--- src/rtl/fft_input_loader.sv ---
// fft_input_loader
//   Front end for a decimation-in-time FFT. Samples arriving over a
//   valid/ready stream are written into the working bank at bit-reversed
//   addresses (reversed over log2(N) bits), so the butterfly core sees the
//   scrambled input order it needs. After the last write of a frame a
//   one-cycle fft_start pulse is sent and input is held off until the core
//   signals fft_done.
//
// Handshake: a sample transfers on a rising clk edge where in_valid and
//   in_ready are both high. in_ready depends only on state (high in LOAD),
//   so it never combinationally depends on in_valid. in_last is meaningful
//   only when in_valid is high.
//
// Ports
//   clk, reset    clock (rising edge), asynchronous active-high reset
//   start_load    request to begin a frame (acted on only in IDLE)
//   N_config      transform size, sampled when start_load is accepted
//   in_valid/in_ready/in_data/in_last   input sample stream, {re, im}
//   mem_we/mem_addr/mem_wdata           bank write port, one cycle after transfer
//   fft_start     one-cycle pulse to the core after the final write
//   fft_done      completion pulse from the core
//   busy          high whenever the block is not IDLE
//   sample_cnt    samples accepted in the current frame
//   cfg_err       sticky: illegal N_config seen on start_load
//   len_err       sticky: in_last arrived before the final sample
//   state_dbg     current FSM state (0 IDLE, 1 LOAD, 2 START, 3 WAIT_FFT)

module fft_input_loader #(
  parameter int MAX_N      = 32,
  parameter int ADDR_WIDTH = $clog2(MAX_N),
  parameter int DATA_WIDTH = 16
) (
  input  logic                    clk,
  input  logic                    reset,
  input  logic                    start_load,
  input  logic [ADDR_WIDTH:0]     N_config,
  input  logic                    in_valid,
  input  logic [2*DATA_WIDTH-1:0] in_data,
  input  logic                    in_last,
  output logic                    in_ready,
  output logic                    mem_we,
  output logic [ADDR_WIDTH-1:0]   mem_addr,
  output logic [2*DATA_WIDTH-1:0] mem_wdata,
  output logic                    fft_start,
  input  logic                    fft_done,
  output logic                    busy,
  output logic [ADDR_WIDTH:0]     sample_cnt,
  output logic                    cfg_err,
  output logic                    len_err,
  output logic [1:0]              state_dbg
);

  localparam int LGW = $clog2(ADDR_WIDTH + 1);
  localparam logic [ADDR_WIDTH:0] ONE_N = (ADDR_WIDTH + 1)'(1);
  localparam logic [ADDR_WIDTH:0] TWO_N = (ADDR_WIDTH + 1)'(2);
  localparam logic [ADDR_WIDTH:0] MAX_C = (ADDR_WIDTH + 1)'(MAX_N);

  typedef enum logic [1:0] {
    S_IDLE  = 2'd0,
    S_LOAD  = 2'd1,
    S_START = 2'd2,
    S_WAIT  = 2'd3
  } state_t;

  state_t state_q, state_d;

  logic [ADDR_WIDTH:0]   n_q;       // latched frame size
  logic [LGW-1:0]        shamt_q;   // ADDR_WIDTH - log2(N)
  logic                  cfg_ok;
  logic [LGW-1:0]        cfg_lg;
  logic                  xfer;
  logic                  is_last;
  logic [ADDR_WIDTH-1:0] full_rev;
  logic [ADDR_WIDTH-1:0] wr_addr;

  // Legal sizes: power of two in [2, MAX_N]
  always_comb begin
    cfg_ok = (N_config != '0) && ((N_config & (N_config - ONE_N)) == '0) &&
             (N_config >= TWO_N) && (N_config <= MAX_C);
  end

  // log2 of N_config as the index of its highest set bit
  always_comb begin
    cfg_lg = '0;
    for (int k = 0; k <= ADDR_WIDTH; k++) begin
      if (N_config[k]) cfg_lg = LGW'(k);
    end
  end

  assign in_ready  = (state_q == S_LOAD);
  assign busy      = (state_q != S_IDLE);
  assign state_dbg = state_q;
  assign xfer      = in_valid && in_ready;
  assign is_last   = (sample_cnt == (n_q - ONE_N));

  // Reversing all ADDR_WIDTH bits and shifting right by ADDR_WIDTH-lg is
  // the same as reversing only the low lg bits, because the index is < N.
  always_comb begin
    full_rev = '0;
    for (int j = 0; j < ADDR_WIDTH; j++) begin
      full_rev[j] = sample_cnt[ADDR_WIDTH-1-j];
    end
    wr_addr = full_rev >> shamt_q;
  end

  always_ff @(posedge clk or posedge reset) begin
    if (reset) state_q <= S_IDLE;
    else       state_q <= state_d;
  end

  always_comb begin
    state_d = state_q;
    case (state_q)
      S_IDLE: begin
        if (start_load && cfg_ok) state_d = S_LOAD;
      end
      S_LOAD: begin
        if (xfer) begin
          if (is_last)      state_d = S_START;
          else if (in_last) state_d = S_IDLE;   // short frame: abort
        end
      end
      S_START: state_d = S_WAIT;
      S_WAIT: begin
        if (fft_done) state_d = S_IDLE;
      end
      default: state_d = S_IDLE;
    endcase
  end

  always_ff @(posedge clk or posedge reset) begin
    if (reset) begin
      n_q        <= '0;
      shamt_q    <= '0;
      mem_we     <= 1'b0;
      mem_addr   <= '0;
      mem_wdata  <= '0;
      fft_start  <= 1'b0;
      sample_cnt <= '0;
      cfg_err    <= 1'b0;
      len_err    <= 1'b0;
    end else begin
      mem_we <= xfer;
      // START is the cycle of the final write; the pulse follows it so the
      // core never sees fft_start alongside a write.
      fft_start <= (state_q == S_START);

      if (xfer) begin
        mem_addr   <= wr_addr;
        mem_wdata  <= in_data;
        sample_cnt <= sample_cnt + ONE_N;
        if (in_last && !is_last) len_err <= 1'b1;
      end

      if ((state_q == S_IDLE) && start_load) begin
        if (cfg_ok) begin
          n_q        <= N_config;
          shamt_q    <= LGW'(ADDR_WIDTH) - cfg_lg;
          sample_cnt <= '0;
          cfg_err    <= 1'b0;
          len_err    <= 1'b0;
        end else begin
          cfg_err <= 1'b1;
        end
      end
    end
  end

endmodule

--- config.mk ---
export PLATFORM = sky130hd
export DESIGN_NAME = fft_input_loader
export DESIGN_NICKNAME = d
export VERILOG_FILES = /design/src/rtl/fft_input_loader.sv
export SDC_FILE = /design/constraint.sdc
export NUM_CORES = 1
export LEC_CHECK = 0
export ABC_AREA = 1
export CAP_MARGIN = 0
export CORE_UTILIZATION = 45
export DETAILED_ROUTE_END_ITERATION = 8
export PLACE_DENSITY = 0.85
export SLEW_MARGIN = 30
export SYNTH_ARGS = -nofsm -noshare
export SYNTH_HDL_FRONTEND = slang
export SYNTH_SLANG_ARGS = --single-unit
--- constraint.sdc ---
create_clock -name clk -period 6.5 [get_ports clk]
set_clock_uncertainty 0.2 [all_clocks]
set_input_delay 1.625 -clock clk [delete_from_list [all_inputs] [get_ports clk]]
set_output_delay 1.625 -clock clk [all_outputs]
set_load 0.03 [all_outputs]
==> results of run 1 <==
-- power groups by stage --
stage	combinational, mW	clock, mW	sequential (mW)
floorplan	0.352	0	0.878
global placement	0.964	0	0.640
detailed placement	0.990	0	0.639
CTS	0.997	0.404	0.641
global route	1.08	0.427	0.663
finish	0.993	0.399	0.642
-- cell type report --
cell class                 instances  share of cell area [%]
tap                               72                    2.32
multi-input combinational        228                    26.4
timing repair buffer              95                    24.5
clock inverter                     5                    2.65
inverter                          35                    3.39
clock buffer                      11                    3.39
sequential                        58                    37.4
-- routing by layer --
| metal | global-route usage [%] | wire, µm |
|---|---|---|
| met5 | 0 | 0 |
| met4 | 10.9 | 155 |
| met3 | 11.5 | 622 |
| met2 | 37.4 | 3130 |
| met1 | 29.7 | 2810 |
-- synth_stat cells, types with 3 or more instances --
master    instances
nand2_1         152
inv_1            33
xor2_1            3
buf_2             3
dfrtp_1          58
nand3_1          10
a21oi_1           5
nand3b_1          3
o21ai_0          15
nor2_1           20
clkbuf_1          5
-- through the flow --
stage / setup slack, ns / util, %
floorplan: 3.25 / -
global placement: 2.41 / 65.0
detailed placement: 2.33 / 65.0
CTS: 2.66 / 69.2
global route: 2.54 / 69.2
finish: 2.67 / 69.2
-- how the worst min path moves through the flow --
stage / depth (start not counted) / from / endpoint / slack [ns]
floorplan: 2 / n_q[0] / n_q[0] / 0.28
global placement: 1 / state_dbg[0] / fft_start / 0.26
detailed placement: 2 / mem_wdata[1] / mem_wdata[1] / 0.27
CTS: 2 / mem_wdata[1] / mem_wdata[1] / 0.28
global route: 1 / state_dbg[0] / fft_start / 0.31
finish: 2 / mem_wdata[1] / mem_wdata[1] / 0.28
-- worst reg2reg max path, stage by stage (launching register included) --
cell and delay (ns):
dfrtp_1 0.41, inv_1 0.15, nor2_4 0.06, nand2_4 0.36, clkinv_1 0.86, a31oi_1 0.44, nor2_1 0.07
-- cells by family (layout without fill, tap and decap cells) --
| logic type | count (synthesis) | in the layout |
|---|---|---|
| DFF | 58 | 58 |
| AOI/OAI and AO/OA | 29 | 29 |
| xor gates and xnor gates | 4 | 4 |
| buffers and inverters | 44 | 146 |
| and+or+nand+nor | 193 | 193 |
| adders and majority gates | 2 | 2 |
-- flip-flops by register name, indices dropped and copies added (netlist names), named ones only --
signal      cells
cfg_err         1
fft_start       1
len_err         1
mem_addr        5
mem_wdata      32
mem_we          1
n_q             6
sample_cnt      6
shamt_q         3
state_dbg       1
==> flow_results.org, run 1 <==
** Status
- The run finished with clean final reports.

** Global route
- For this run the aggregate overflow at the end of global routing stands at 0.
- The via count of the first global-routing pass came to 2,502.
- Entering global routing, the biggest net connects 59 pins.
- Overall fraction of global-route tracks in use :: 24.6%
- First-pass GRT wire length :: 11.4 mm
- Number of antenna violations at the first check in global routing :: 0

** Final layout
- Number of fill cells in the layout :: 462
- Cell area after layout :: 3880 µm²
- Top library cells by usage in the layout, fill and taps aside :: 152 x nand2_1, 94 x clkdlybuf4s50_1, 58 x dfrtp_1
- The library cell used most frequently in the layout, excluding fill and tap cells, is nand2_1.
- Area occupied by registers :: 1450 µm²
- Post-layout net count :: 473
- In the final layout, the multi-input gates occupy 1020 µm².
- Area added between synthesis and finish :: 46.3%
- The post-route netlist has 5.56% of its cells at a drive strength greater than 1.
- Final Non-Filler Cells :: 504
- ANT cells :: 0

** Yosys
- Post-synthesis compound-gate area fraction :: 6.42%
- Synthesized-area fraction occupied by and/or/nand/nor cells :: 29.9%
- Dominant combinational cell family by area after synthesis :: simple AND/OR/NAND/NOR gates
- Of the total synthesized cell area, the portion taken by full adders, half adders and majority gates is 0.944%.
- Yosys cell types :: 29
- Portion of netlist area occupied by mux cells :: 0%
- Cell type with the highest aggregate area in the netlist :: dfrtp_1
- The synthesized design contains 0 enable-type register cells.
- Area fraction of the dominant cell type after synthesis :: 54.7%
- The cell area that synthesis handed to floorplanning was 2650 µm².
- Xor and xnor fraction of the mapped netlist area :: 1.32%
- Yosys attributes the largest share of cell area to dfrtp_1 55%, nand2_1 22%, inv_1 4.7%, nor2_1 2.8%, o21ai_0 2.8%.
- The Yosys step of the flow raised 0 warnings.
- Cells after synthesis :: 330
- Of all flip-flops after synthesis, the portion carrying an async set or reset was 100%.
- Post-synth net total :: 376
- Per-instance average area after synthesis :: 8.03 µm²
- Synthesized flop and latch total :: 58
- The most used flip-flop cell after synthesis is dfrtp_1.
- Sequential area share after synthesis :: 54.7%

** Worst setup path
- Cell family contributing the most delay on the critical path :: buffers and inverters
- Worst endpoint required time :: 6.51 ns
- The slowest stage of the critical path is the clkinv_1 cell.
- STA classifies the critical path startpoint as an input pin.
- STA classifies the critical path endpoint as a register.
- The critical path starts at in_valid.
- R2R setup slack :: 3.82 ns
- The worst setup path is of the input pin to register kind.
- Along the worst path, the maximum fanout reaches 45.
- The worst register-to-register path ends at len_err.
- In this design, the stage delay of the slowest critical-path cell is 0.86 ns.
- Data on the critical path arrives at its endpoint at 3.84 ns.
- Traced cell by cell, the critical path runs through clkdlybuf4s50_1 -> nand2_4 -> clkinv_1 -> a31oi_1 -> nor2_1.
- Counting both buffers and inverters, the worst setup path holds a total of 2.
- Number of stages on the worst setup path :: 5
- For the worst flop-to-flop path, the logic depth is 6.
- Launch point of the worst reg-to-reg path :: state_dbg[0]
- The critical path ends at len_err.

** Placed design
- Detailed-placement wirelength estimate :: 4.66 mm
- During placement, the flow inserted port buffers numbering 94.
- The placed instances occupy a cell area of 3640 µm².
- The congestion estimate from routability-driven global placement came to 0.830.
- Number of cells after detailed placement :: 488

** Power
- Per report_power, the combinational group accounts for 48.8% of the total.
- Total power density per cell area :: 524 nW/µm²
- Pint :: 1.16 mW
- Leakage :: 1.93 nW
- The share of total power dissipated in sequential elements is 31.6%.
- Clock network fraction of total power :: 19.6%
- Design Power :: 2.03 mW
- Switching power of the nets :: 0.871 mW
- Switching part of the total :: 42.8%
- IR analysis of the VDD net gives a maximum drop of 281 µV.

** Timing
- Headroom to the max-slew limit :: 38.7%
- Count of endpoints failing hold in the final timing report :: 0
- Setup-failing EPs final :: 0
- After layout, the worst path uses 58.9% of the clock period.
- TNS Setup :: 0 ns
- The total count of max-transition violations in the final report came to 0.
- Setup repair after global routing left no endpoint under its margin.
- Final hold analysis gives a worst-case slack of 0.281 ns.
- The routed design could run at a clock period as short as 3.83 ns.
- Peak clock frequency supported by timing :: 261 MHz
- Slew at the pin with the worst max-slew slack :: 0.914 ns

** CTS
- The H-tree was split into 3 levels.
- Root Buffer :: clkbuf_8
- CTS hold repair buffers :: 0
- In this run the deepest clock path goes through 2 buffers.
- For the worst-skew pair, the clock arrives at the later sink with an insertion delay of 0.34 ns.
- TritonCTS created 9 clock buffers.
- The clock net in this run drives a total of 58 sinks.
- Clock-pin slew was measured on the worst setup and hold paths at 0.06 ns.
- Once the clock tree was built, the setup fixing pass inserted 0 buffers.
- TritonCTS built the clock tree.
- Number of gates given a new drive strength after cts :: 0

** Detailed routing
- Post-route antenna net violation count :: 0
- Summed over all layers, the routed wires come to 6.72 mm.
- Number of DRC violations after detailed-routing iteration 0 :: 178
- Drt wl/cell :: 13.3 µm
- The pre-antenna-repair detailed-routing pass consisted of 6 iterations.
- Via density per instance :: 4.93
- Via count of the routed design :: 2,484
- After detailed routing, the number of remaining DRC violations is 0.

** Die
- The floorplan step defined a core boundary enclosing 5610 µm².
- X dimension of the die :: 78.8 µm
- I/O pin count :: 95
- Starting density of the core :: 47.3%
- After floorplanning, the core was divided into 27 placement rows.
- Area enclosed by the die boundary :: 6200 µm²
- Vertical die dimension :: 78.8 µm

** Job
- Max Cap Viol :: 0

** Hold path
- Hold/Removal Path Class :: register to register
(Power assumes the default switching activity.)
==> inputs of run 2 (changes only) <==
--- a/config.mk
+++ b/config.mk
@@ -7,9 +7,9 @@
 export LEC_CHECK = 0
 export ABC_AREA = 1
 export CAP_MARGIN = 0
-export CORE_UTILIZATION = 45
+export CORE_UTILIZATION = 40
 export DETAILED_ROUTE_END_ITERATION = 8
-export PLACE_DENSITY = 0.85
+export PLACE_DENSITY = 0.81
 export SLEW_MARGIN = 30
 export SYNTH_ARGS = -nofsm -noshare
 export SYNTH_HDL_FRONTEND = slang
==> constraint.sdc (replaced) <==
create_clock -name clk -period 3.1 [get_ports clk]
set_clock_uncertainty 0.2 [all_clocks]
set_input_delay 0.775 -clock clk [delete_from_list [all_inputs] [get_ports clk]]
set_output_delay 0.775 -clock clk [all_outputs]
set_load 0.03 [all_outputs]
==> run 2 against run 1 <==
Against the previous run: register-to-register slack got worse by 2.7 ns; count of clock-buffer cells in the layout grew 2; via count down 0.93%; global-route usage decreased by 3.9 points; critical path depth is 2 lower.
==> flow_results.org, run 2 (synthesized netlist as in run 1, its figures left out) <==
** Die
- Vertical die dimension :: 83.4 µm
- During I/O placement, the number of pins put on the boundary was 95.
- Core area :: 6390 µm²
- The die covers 6960 µm².
- Once the floorplan was initialized, standard cells occupied 41.5% of the core.
- In this run the core area contains 29 standard-cell rows.
- X dimension of the die :: 83.4 µm

** CTS
- Root Buffer :: clkbuf_8
- Clk slew on worst S/H paths :: 0.06 ns
- H-Tree Depth :: 3
- The number of setup buffers added after CTS is 0.
- The number of gates resized after CTS was 0.
- CTS max path bufs :: 2
- Sink Count :: 58
- Clock tree synthesis inserted a total of 9 buffers.
- TritonCTS built the clock tree.
- CTS hold repair buffers :: 0
- For the worst-skew pair, the clock arrives at the later sink with an insertion delay of 0.32 ns.

** Status
- The run finished with clean final reports.

** Detailed routing
- Summing over every cut layer, the via total after detailed routing is 2,461.
- Iteration count of the initial detailed-routing pass :: 4
- The first routing iteration left 90 violations.
- Detailed-route wire length :: 6.67 mm
- Remaining DRCs :: 0
- After detailed routing, the average wire length per cell comes to 13.1 µm.
- The detail route stage leaves a number of antenna-violating nets equal to 0.
- Via density per instance :: 4.83

** Job
- Max-cap violations in this run came to 0.

** Global route
- GR Overflow Total :: 0
- First-pass GRT wire length :: 11.4 mm
- The number of antenna violations at the first check in global routing is 0.
- Via count of the first global-routing pass :: 2,433
- Overall fraction of global-route tracks in use :: 20.7%
- Entering global routing, the biggest net connects 34 pins.

** Hold path
- Hold wc startpoint :: mem_wdata[28]
- The worst hold path terminates at mem_wdata[28].
- Along the worst hold path, the cell count comes to 2.
- Hold/Removal Path Class :: register to register

** Worst setup path
- Slowest stage cell, crit path :: clkdlybuf4s50_1
- For the worst flop-to-flop path, the logic depth is 13.
- The worst setup path is launched from a register.
- The signal on the critical path passes through nor2_1 -> inv_1 -> clkdlybuf4s50_1.
- By startpoint and endpoint, the worst setup path is classified as register to output port.
- Launch point of the worst reg-to-reg path :: n_q[0]
- Reg-to-Reg End :: state_dbg[0]
- R2R setup slack :: 1.12 ns
- Top fanout value on the critical path :: 7
- Max stage delay on crit path :: 0.70 ns
- STA puts the critical path data arrival time at 1.74 ns.
- Worst endpoint required time :: 2.12 ns
- STA classifies the critical path endpoint as an output port.

** Placed design
- Routability-driven placement finished with a final weighted congestion of 0.839.
- The wire-length estimate of the detail-placed layout is 4.98 mm.
- Post-placement worst setup slack :: 0.366 ns
- Buffers placed on the I/O ports in this run total 94.

** Timing
- For the pin with the worst max-slew slack, the measured transition is 0.419 ns.
- Timing would allow up to 368 MHz.
- Unrepaired setup endpoints after global routing :: no
- TNS Setup :: 0 ns
- Setup ws final :: 0.385 ns
- The worst path needs 2.72 ns of the cycle, external delays included.
- Count of endpoints failing hold in the final timing report :: 0
- Headroom to the max-slew limit came out at 72.1%.
- Setup violations remaining at the end of the flow were counted as 0.
- After layout, the worst path uses 87.6% of the clock period.
- Number of slew-limit violations in the final report :: 0

** Final layout
- Max reg flops :: 32
- ANT cells :: 0
- The library cell used most frequently in the layout, excluding fill and tap cells, is nand2_1.
- Area added between synthesis and finish :: 44.5%
- Counting flops per register, the top entry is mem_wdata.
- Cells with a size suffix above 1 make up 5.56% of the layout.
- In the final layout, the registers with the most flip-flops are mem_wdata x32, n_q x6, sample_cnt x6.
- The top cell types in the final layout, fill and taps aside, are 152 x nand2_1, 94 x clkdlybuf4s50_1, 58 x dfrtp_1.
- Post-layout net count :: 476

** Power
- Peak supply drop :: 585 µV
- Power spread over the standard cell area amounts to 1050 nW/µm².
- Leakage :: 1.91 nW
==> run 2: metrics by stage <==
step / total power, mW / util [%] / instance area, µm² / cells / hold slack (ns)
after CTS: 4.06 / 60.0 / 3830 / 509 / 0.282
final: 4.03 / 60.0 / 3830 / 509 / 0.279
after detailed placement: 3.45 / 57.5 / 3670 / 496 / 0.264
after global placement: 3.40 / 57.5 / 3670 / 496 / 0.262
after floorplan: 2.58 / - / 2650 / 330 / 0.280
after global routing: 4.31 / 60.0 / 3830 / 509 / 0.301
==> run 2: area by class of cell <==
| class | count | area, µm² |
|---|---|---|
| fillers | 554 | 2550 |
| clock buffers | 13 | 159 |
| repair buffers | 98 | 971 |
| flip-flops and latches | 58 | 1450 |
| inverters | 35 | 131 |
| multi-input cells | 228 | 1020 |
| well taps | 77 | 96.3 |
==> run 2: routing by layer <==
| metal | global-route usage [%] | wire length, µm | vias up |
|---|---|---|---|
| met3 | 8.15 | 641 | 10 |
| met5 | 0 | 0 | - |
| met1 | 26.3 | 2770 | 1142 |
| li1 | - | - | 1211 |
| met2 | 32.2 | 3170 | 98 |
| met4 | 7.24 | 85 | 0 |
==> run 2: critical path: cells and delay by family, from the launching register on <==
family,cells,cell delay (ns)
AND/OR/NAND/NOR,1,0.08
flip-flops,1,0.48
buffers and inverters,2,0.86
==> run 2: worst max path at each step <==
stage                                            end
final                                           busy
after global routing                            busy
after global placement                 sample_cnt[1]
after detailed placement                     cfg_err
after CTS                                       busy
after floorplan           asynchronous set/reset pin
==> run 2: report_power, final <==
part,total [mW],internal (mW),switching [mW]
sequential,1.35,1.09,0.259
clock,0.580,0.321,0.259
combinational,2.10,0.825,1.28
total,4.03,2.23,1.79
==> inputs of run 3 (changes only) <==
--- a/config.mk
+++ b/config.mk
@@ -7,10 +7,13 @@
 export LEC_CHECK = 0
 export ABC_AREA = 1
 export CAP_MARGIN = 0
-export CORE_UTILIZATION = 40
+export CELL_PAD_IN_SITES_DETAIL_PLACEMENT = 0
+export CELL_PAD_IN_SITES_GLOBAL_PLACEMENT = 1
+export CORE_UTILIZATION = 29
 export DETAILED_ROUTE_END_ITERATION = 8
-export PLACE_DENSITY = 0.81
+export PLACE_DENSITY = 0.82
 export SLEW_MARGIN = 30
 export SYNTH_ARGS = -nofsm -noshare
 export SYNTH_HDL_FRONTEND = slang
 export SYNTH_SLANG_ARGS = --single-unit
+export TNS_END_PERCENT = 30
==> run 3 against run 2 <==
Against the previous run: critical path type unchanged; design area is 1.9% higher; fmax decreased by 0.75%; largest cell class unchanged; via count is 1.5% lower; register-to-register slack gained 0.03 ns; worst setup slack got worse by 0.020 ns; the flow now finishes with violations (design-rule violations); global-route usage down 5.0 points; total power increased by 1.4%; sequential power hardly changed.
==> flow_results.org, run 3 (synthesized netlist as in run 1, its figures left out) <==
** Status
- The flow ran to the end, but the final reports show violations.
- Violated checks :: design-rule violations

** Final layout
- Leaving out fill and tap cells, the most frequent cell in the layout is nand2_1.
- The register with the most flip-flops in the layout has 32 of them.
- ANT cells :: 0
- Layout cells sized above 1 :: 6.24%
- Top library cells by usage in the layout, fill and taps aside :: 152 x nand2_1, 94 x clkdlybuf4s50_1, 58 x dfrtp_1
- Number of fill cells in the layout :: 862
- Register ranked first by flip-flop count :: mem_wdata
- Post-layout net count :: 475
- The count of cells in the finished layout, fillers not included, comes to 541.
- Registers with the highest flip-flop counts :: mem_wdata x32, n_q x6, sample_cnt x6
- Area added between synthesis and finish :: 47.3%

** CTS
- Counting the buffers created by CTS gives 9.
- Root Buffer :: clkbuf_8
- Sink Count :: 58
- After clock tree synthesis, the clock-pin slew on the worst setup and hold paths is 0.06 ns.
- No sink is reached through more buffers than the 2 on the longest clock path.
- H-Tree Depth :: 3
- Number of gates given a new drive strength after cts :: 0
- After clock tree synthesis, the flow added hold-fix buffers numbering 0.
- The later pin in the worst-skew pair is clocked with a latency of 0.33 ns.
- TritonCTS clock tree :: yes
- The number of setup buffers added after CTS is 0.

** Job
- Max-cap violations in this run came to 0.

** Placed design
- In this run, placement finished with an instance count of 526.
- The congestion estimate from routability-driven global placement came to 0.741.
- Prior to clock tree synthesis, the placed netlist has a worst setup slack of 0.374 ns.
- Input and output buffers added on the ports amount to 94.
- Detailed placement ended at an HPWL of 5.07 mm.

** Worst setup path
- CP Launch Type :: register
- For this design, the slowest cell found on the critical path is clkdlybuf4s50_1.
- The startpoint identified for the worst register-to-register timing path is n_q[0].
- Critical path capture point type :: output port
- Of all nets on the critical path, the largest fanout is 7.
- Worst endpoint required time :: 2.12 ns
- Critical path type :: register to output port
- In this design, the stage delay of the slowest critical-path cell is 0.70 ns.
- Traced cell by cell, the critical path runs through nor2_1 -> inv_1 -> clkdlybuf4s50_1.
- Data on the critical path arrives at its endpoint at 1.76 ns.

** Timing
- Number of slew-limit violations in the final report :: 0
- Setup repair after global routing left no endpoint under its margin.
- The worst pin sits at a relative slew slack of 62.3%.
- At the pin with the least slew margin, the transition time is 0.565 ns.
- Peak clock frequency supported by timing :: 366 MHz
- Once routing completed, OpenROAD measured the worst setup slack at 0.364 ns.
- Adding up every negative setup slack in the final design gives 0 ns.
- Minimum clock period after layout :: 2.74 ns
- Setup violations remaining at the end of the flow were counted as 0.
- Count of endpoints failing hold in the final timing report :: 0
- Hold_ws :: 0.276 ns
- After layout, the worst path uses 88.2% of the clock period.

** Global route
- First-pass GRT wire length :: 11.8 mm
- Overall fraction of global-route tracks in use :: 15.7%
- The total overflow left after global routing is 0.
- Number of antenna violations at the first check in global routing :: 0
- Entering global routing, the biggest net connects 34 pins.
- The via count of the first global-routing pass came to 2,502.

** Detailed routing
- Number of DRC violations after detailed-routing iteration 0 :: 94
- Via density per instance :: 4.48
- The count of nets left with antenna violations once routing finished came out at 0.
- In the routed design, unresolved DRC markers number 4.
- The first detailed-routing pass took 6 iterations.
- Detailed-route wire length :: 6.88 mm
- Across all layers, the routed design uses 2,423 vias.
- Drt wl/cell :: 12.7 µm

** Die
- X dimension of the die :: 97.6 µm
- Area enclosed by the die boundary :: 9530 µm²
- The floorplan step set the die height to 97.6 µm.
- The region available for standard cell placement spans 8810 µm².
- The initial utilization of the core area, before any placement, comes to 30.1%.
- Row count :: 34
- I/O pin count :: 95

** Power
- Sequential cells burn 32.8% of the power.
- Pint :: 2.28 mW
- In this run, the clock network consumes 16.0% of the power.
- Total power density per cell area :: 1050 nW/µm²
- Of the total power, the share spent switching nets is 44.1%.
- Portion of total power attributed to combinational logic :: 51.2%
- Switching power of the nets :: 1.80 mW
- Across the VDD grid, the largest voltage drop is 597 µV.
- For this design the static power due to leakage is 1.93 nW.

** Hold path
- In this run the most critical hold path is launched from mem_wdata[15].
- Hold/Removal Path Class :: register to register
-- run 3: cell count changes in the layout (fill, tap and decap cells not counted) --
cell      previous run  this run
buf_4                4         2
clkbuf_1             2         0
clkbuf_8            11        13
clkinv_2             0         2
buf_12               0         1
-- run 3: critical path: cells and delay by family, from the launching register on --
family,cells,cell delay [ns]
buffers and inverters,2,0.87
flip-flops,1,0.48
AND/OR/NAND/NOR,1,0.08
-- run 3: power groups by stage --
stage	Clock (mW)	Sequential, mW	Combinational, mW
2_1_floorplan	0	1.84	0.737
3_3_place_gp	0	1.35	2.08
3_5_place_dp	0	1.35	2.11
4_1_cts	0.678	1.35	2.11
5_1_grt	0.712	1.39	2.29
6_report	0.655	1.34	2.09
-- run 3: area by class of cell --
class	count	area (µm²)	share of cell area [%]
tap	108	135	3.46
timing repair buffer	97	976	25.0
sequential	58	1450	37.2
clock buffer	13	179	4.58
inverter	35	131	3.36
multi-input combinational	228	1020	26.2
clock inverter	2	10.0	0.256
-- run 3: through the flow --
| step | power [mW] | instance area, µm² | util (%) |
|---|---|---|---|
| finish | 4.09 | 3910 | 44.4 |
| floorplan | 2.58 | 2650 | - |
| global placement | 3.42 | 3720 | 42.2 |
| CTS | 4.14 | 3910 | 44.4 |
| detailed placement | 3.45 | 3720 | 42.2 |
| global route | 4.40 | 3910 | 44.4 |
-- run 3: path summary, 6_finish.rpt --
check / endpoint / slack, ns / cells after the start
setup / recovery: busy / 0.36 / 3
hold reg to reg: mem_wdata[15] / 0.28 / 2
max in group asynchronous: mem_wdata[16] / 1.50 / 3
setup reg to reg: state_dbg[0] / 1.15 / 13
hold / removal: mem_wdata[15] / 0.28 / 2
min in group asynchronous: state_dbg[0] / 0.62 / 2
-- run 3: per-layer routing --
layer  GRT usage (%)  routed length, µm  vias up
met3            7.48                674        7
met1            19.0               3080     1118
met2            24.6               3040       82
met4            4.90                 83        0
met5               0                  0        -
li1                -                  -     1216
==> patch 1: new RTL, settings of run 1 <==
Register the input `N_config` before use. The logic sees it one clock later. The other inputs are not delayed to match.
--- a/src/rtl/fft_input_loader.sv
+++ b/src/rtl/fft_input_loader.sv
@@ -62,6 +62,12 @@
     S_WAIT  = 2'd3
   } state_t;
 
+  logic [ADDR_WIDTH:0] N_config_q;
+
+  always_ff @(posedge clk) begin
+    N_config_q <= N_config;
+  end
+
   state_t state_q, state_d;
 
   logic [ADDR_WIDTH:0]   n_q;       // latched frame size
@@ -75,15 +81,15 @@
 
   // Legal sizes: power of two in [2, MAX_N]
   always_comb begin
-    cfg_ok = (N_config != '0) && ((N_config & (N_config - ONE_N)) == '0) &&
-             (N_config >= TWO_N) && (N_config <= MAX_C);
+    cfg_ok = (N_config_q != '0) && ((N_config_q & (N_config_q - ONE_N)) == '0) &&
+             (N_config_q >= TWO_N) && (N_config_q <= MAX_C);
   end
 
   // log2 of N_config as the index of its highest set bit
   always_comb begin
     cfg_lg = '0;
     for (int k = 0; k <= ADDR_WIDTH; k++) begin
-      if (N_config[k]) cfg_lg = LGW'(k);
+      if (N_config_q[k]) cfg_lg = LGW'(k);
     end
   end
 
@@ -154,7 +160,7 @@
 
       if ((state_q == S_IDLE) && start_load) begin
         if (cfg_ok) begin
-          n_q        <= N_config;
+          n_q        <= N_config_q;
           shamt_q    <= LGW'(ADDR_WIDTH) - cfg_lg;
           sample_cnt <= '0;
           cfg_err    <= 1'b0;
Behaviour: not the same (a bounded check fails within 4 cycles, from zero or initial values and one cycle with reset high).
==> patch 1 against run 1 <==
  * Sequential cell count increased by 6
  * Setup slack improved by 0.23 ns
  * Design area increased by 5.6%
  * Global-route usage decreased by 4.0 points
  * Register-to-register slack improved by 0.47 ns
  * Count of clock-buffer cells in the layout decreased by 1
  * Synthesized cell count increased by 5.5%
  * Area after synthesis increased by 9.1%
  * Total power increased by 6.1%
  * Combinational power increased by 8%
  * Wire length decreased by 5.0%
==> patch 1: results <==
export IMPL_cts_root_buf="clkbuf_8"
export IMPL_min_path_cells=2
export IMPL_clk_latency_ns=0.33
export IMPL_yosysWarnings=0
export IMPL_min_path_type="reg2reg"
export IMPL_regMostFlops="mem_wdata"
export IMPL_fin_nets=490
export IMPL_arrival_ns=1.78
export IMPL_hp_start="mem_wdata[9]"
export IMPL_power_leakage_nw=2.04
export IMPL_layout_drive_gt1_share_pct=10.5
export IMPL_dpl_hpwl_um=4560
export IMPL_track_usage_pct=20.6
export IMPL_worstPathMaxFanout=5
export IMPL_clk_pin_slew_worst_paths_ns=0.06
export IMPL_dp_cells=508
export IMPL_grt_pass1_wl_um=10400
export IMPL_cts_buffer_depth=2
export IMPL_synth_distinct_cells=32
export IMPL_syn_cell_area_um2=2890
export IMPL_htree_levels=3
export IMPL_r2r_start="state_dbg[0]"
export IMPL_gp_congestion=0.816
export IMPL_synth_common_cells="nand2_1, dfrtp_1, inv_1, nor2_1, nand3_1"
export IMPL_hold_end="mem_wdata[9]"
export IMPL_synth_nets=394
export IMPL_worst_slew_pin_slew_ns=0.892
export IMPL_synthArstFlopShare_pct=90.6
export IMPL_grt_start_max_net_pins=59
export IMPL_reg2reg_slack_ns=4.29
export IMPL_numPortBuffers=94
export IMPL_drt_wirelength_per_cell_um=12.2
export IMPL_r2r_cells=6
export IMPL_first_pass_iters=4
export IMPL_ir_worst_vdd_mv=0.308
export IMPL_largest_register_ffs=32
export IMPL_outcome="complete, no violations"
export IMPL_routed_via_density=4.77
export IMPL_fin_cells=524
export IMPL_drt_iter0_markers=149
export IMPL_num_antenna_cells=0
export IMPL_cts_made_buffers=9
export IMPL_nFillCells=512
export IMPL_yosysSeqAreaShare_pct=54.3
export IMPL_synthTopCellsByArea="dfrtp_1, nand2_1, inv_1"
export IMPL_grt_pass1_vias=2331
export IMPL_cts_repair_resized=0
export IMPL_postCtsSetupRepairBufs=0
export IMPL_p_int_mw=1.24
export IMPL_syn_area_per_cell_um2=8.31
export IMPL_antenna_found_initial=0
[patch 1: cell count changes in the layout (fill, tap and decap cells not counted), sizes merged, moves of 2 or more]
cell   change
nor2       -5
a21oi      +2
inv        +9
dfxtp      +6
nand2      +3
o21ai      +4
a31oi      -2
nand4      +2
[patch 1: stage by stage]
stage / hold WS [ns] / util, % / setup WS [ns] / cell area, um2
finish: 0.278 / 67.6 / 2.90 / 4100
CTS: 0.282 / 67.6 / 2.88 / 4100
global placement: 0.261 / 63.7 / 2.87 / 3860
detailed placement: 0.265 / 63.7 / 2.78 / 3860
global route: 0.308 / 67.6 / 2.81 / 4100
floorplan: 0.258 / - / 3.25 / 2890
[patch 1: power by group through the flow]
stage	logic, mW	clock network [mW]	registers (mW)
4_1_cts	1.08	0.409	0.686
2_1_floorplan	0.420	0	0.935
5_1_grt	1.17	0.433	0.706
6_report	1.07	0.404	0.685
3_3_place_gp	1.05	0	0.684
3_5_place_dp	1.07	0	0.689
[patch 1: layout make-up]
class,count,share of cell area (%)
Tap cell,75,2.29
Inverter,44,4.09
Clock inverter,6,2.63
Clock buffer,10,3.12
Multi-Input combinational cell,229,26.2
Sequential cell,64,38.4
Timing Repair Buffer,96,23.3
[patch 1: cells by family after synthesis]
logic type | synth area share [%]
adder cells (fa/ha/maj) | 0.865
buffers and inverters | 8.61
flip-flops | 54.3
AO/OA/AOI/OAI | 6.88
AND/OR/NAND/NOR | 27.8
XOR/XNOR | 1.51
[patch 1: layer usage]
metal | track usage, % | part of all wire, % | routed length (um)
met1 | 27.1 | 45 | 2900
met2 | 31.7 | 46 | 2950
met3 | 4.29 | 6.0 | 386
met4 | 11.4 | 2.4 | 156
met5 | 0 | 0 | 0
[patch 1: worst max-delay path by stage]
stage / slack [ns] / startpoint / cells past startpoint / endpoint
4_1_cts: 2.88 / flop / 3 / busy
6_report: 2.90 / flop / 3 / busy
3_5_place_dp: 2.78 / in_valid / 5 / flop
3_3_place_gp: 2.87 / in_valid / 5 / flop
2_1_floorplan: 3.25 / reset / 1 / asynchronous set/reset pin
5_1_grt: 2.81 / flop / 3 / busy
[patch 1: critical path, cell delays in order (launching register included)]
cell and delay [ns]:
dfrtp_1 0.46, nor2_1 0.26, inv_1 0.13, clkdlybuf4s50_1 0.61
==> patch 2: new RTL, flow settings as in run 1 <==
Made on the original files. Set the parameter `MAX_N` to 64 (it was 32).
--- a/src/rtl/fft_input_loader.sv
+++ b/src/rtl/fft_input_loader.sv
@@ -26,7 +26,7 @@
 //   state_dbg     current FSM state (0 IDLE, 1 LOAD, 2 START, 3 WAIT_FFT)
 
 module fft_input_loader #(
-  parameter int MAX_N      = 32,
+  parameter int MAX_N      = 64,
   parameter int ADDR_WIDTH = $clog2(MAX_N),
   parameter int DATA_WIDTH = 16
 ) (
Ports: changed (resized N_config, mem_addr and sample_cnt); port bits go from 95 to 98. The function was not compared with the original's and may differ.
==> patch 2 against run 1 <==
  * Non-clock buffer count rose by 4
  * Combinational power rose by 5%
  * The flow now finishes with violations (DRC)
  * Design area rose by 9.6%
  * Wire length rose by 2.8%
  * Sequential cell count rose by 3
  * Setup slack improved by 0.28 ns
  * Critical path type is now reg2out
  * Area after synthesis rose by 14%
  * Critical path depth fell by 2
  * Total power rose by 2.4%
==> patch 2: results <==
export IMPL_dp_cells=540
export IMPL_nFillCells=536
export IMPL_clk_latency_ns=0.34
export IMPL_r2r_cells=8
export IMPL_timing_rr_end="mem_addr[0]"
export IMPL_numPortBuffers=97
export IMPL_arrival_ns=1.73
export IMPL_wirelength_um=6910
export IMPL_max_slew_margin_pct=50.8
export IMPL_first_pass_iters=6
export IMPL_grt_use_met2_pct=32.9
export IMPL_place_ws_ns=2.75
export IMPL_drt_wirelength_per_cell_um=12.4
export IMPL_fin_util_pct=66.2
export IMPL_cts_repair_resized=0
export IMPL_cts_buffer_depth=2
export IMPL_crit_type="reg2out"
export IMPL_clk_pin_slew_worst_paths_ns=0.07
export IMPL_grt_pass1_wl_um=11600
export IMPL_use_met1_pct=27.2
export IMPL_min_path_type="reg2reg"
export IMPL_fin_nets=522
export IMPL_synth_common_cells="nand2_1, dfrtp_1, inv_1, nor2_1, o21ai_0"
export IMPL_layout_drive_gt1_share_pct=10.4
export IMPL_drt_iter0_markers=156
export IMPL_ir_worst_vdd_mv=0.309
export IMPL_worstPathMaxFanout=5
export IMPL_cts_made_buffers=9
export IMPL_violations="DRC"
export IMPL_synthArstFlopShare_pct=100
export IMPL_antenna_found_initial=0
export IMPL_drcViolationCount=6
export IMPL_reg2reg_slack_ns=4.18
export IMPL_dpl_hpwl_um=4960
export IMPL_gp_congestion=0.824
export IMPL_synth_nets=425
export IMPL_synthTopCellsByArea="dfrtp_1, nand2_1, inv_1"
export IMPL_yosysSeqAreaShare_pct=50.3
export IMPL_synth_distinct_cells=33
export IMPL_grt_start_max_net_pins=62
export IMPL_outcome="finished with violations"
export IMPL_grt_pass1_vias=2539
export IMPL_use_met3_pct=3.96
export IMPL_synthCells=377
export IMPL_hp_start="mem_addr[3]"
export IMPL_hold_end="mem_addr[3]"
export IMPL_power_leakage_nw=2.18
export IMPL_num_antenna_cells=0
export IMPL_num_vias=2670
export IMPL_whs_ns=0.279
export IMPL_top_regs="mem_wdata: 32 flops, n_q: 7 flops, sample_cnt: 7 flops"
export IMPL_post_dp_cell_area_um2=4030
export IMPL_track_usage_pct=20.8
## patch 2: cell types whose count changed after synthesis, sizes merged, moves of 3 or more
cell   change
xor2       +3
buf        +6
nand2      +4
dfrtp      +3
a21oi      +4
inv       +14
o21ai      +5
nor2       +6
or2        +3
## patch 2: cell families after synthesis
group	Yosys count	share of synthesized area, %
mux	1	0.330
xor+xnor	9	2.60
buf+inv	61	8.87
fa+ha+maj	3	1.24
flops	61	50.3
simple gates	204	28.5
compound gates	38	8.12
## patch 2: layout make-up
cell class / instances / share of cell area [%]
clock buffer: 10 / 3.24
sequential: 61 / 35.9
clock inverter: 6 / 2.03
timing repair buffer: 99 / 23.2
tap: 77 / 2.27
multi-input combinational: 255 / 29.1
inverter: 48 / 4.24
## patch 2: worst max path at each step
stage / slack [ns] / cells after the start / to
floorplan: 3.16 / 1 / asynchronous set/reset pin
global placement: 2.45 / 7 / mem_addr[0]
detailed placement: 2.75 / 7 / mem_addr[0]
CTS: 2.93 / 3 / busy
global route: 2.88 / 3 / busy
finish: 2.95 / 3 / busy
## patch 2: metal layers
metal | wire (um) | vias to the layer above
met5 | 0 | -
met3 | 309 | 14
met2 | 3290 | 73
li1 | - | 1349
met4 | 189 | 0
met1 | 3120 | 1234
## patch 2: worst max-delay path: stages, from the launching register on
cell	delay, ns
dfrtp_1	0.44
nor2_1	0.24
inv_1	0.12
clkdlybuf4s50_1	0.60
## patch 2: power by group
group | internal, mW | leakage, nW | total (mW) | switching, mW
clock | 0.225 | 0.112 | 0.376 | 0.151
combinational | 0.425 | 1.30 | 1.04 | 0.616
sequential | 0.533 | 0.767 | 0.667 | 0.134
total | 1.18 | 2.18 | 2.08 | 0.901
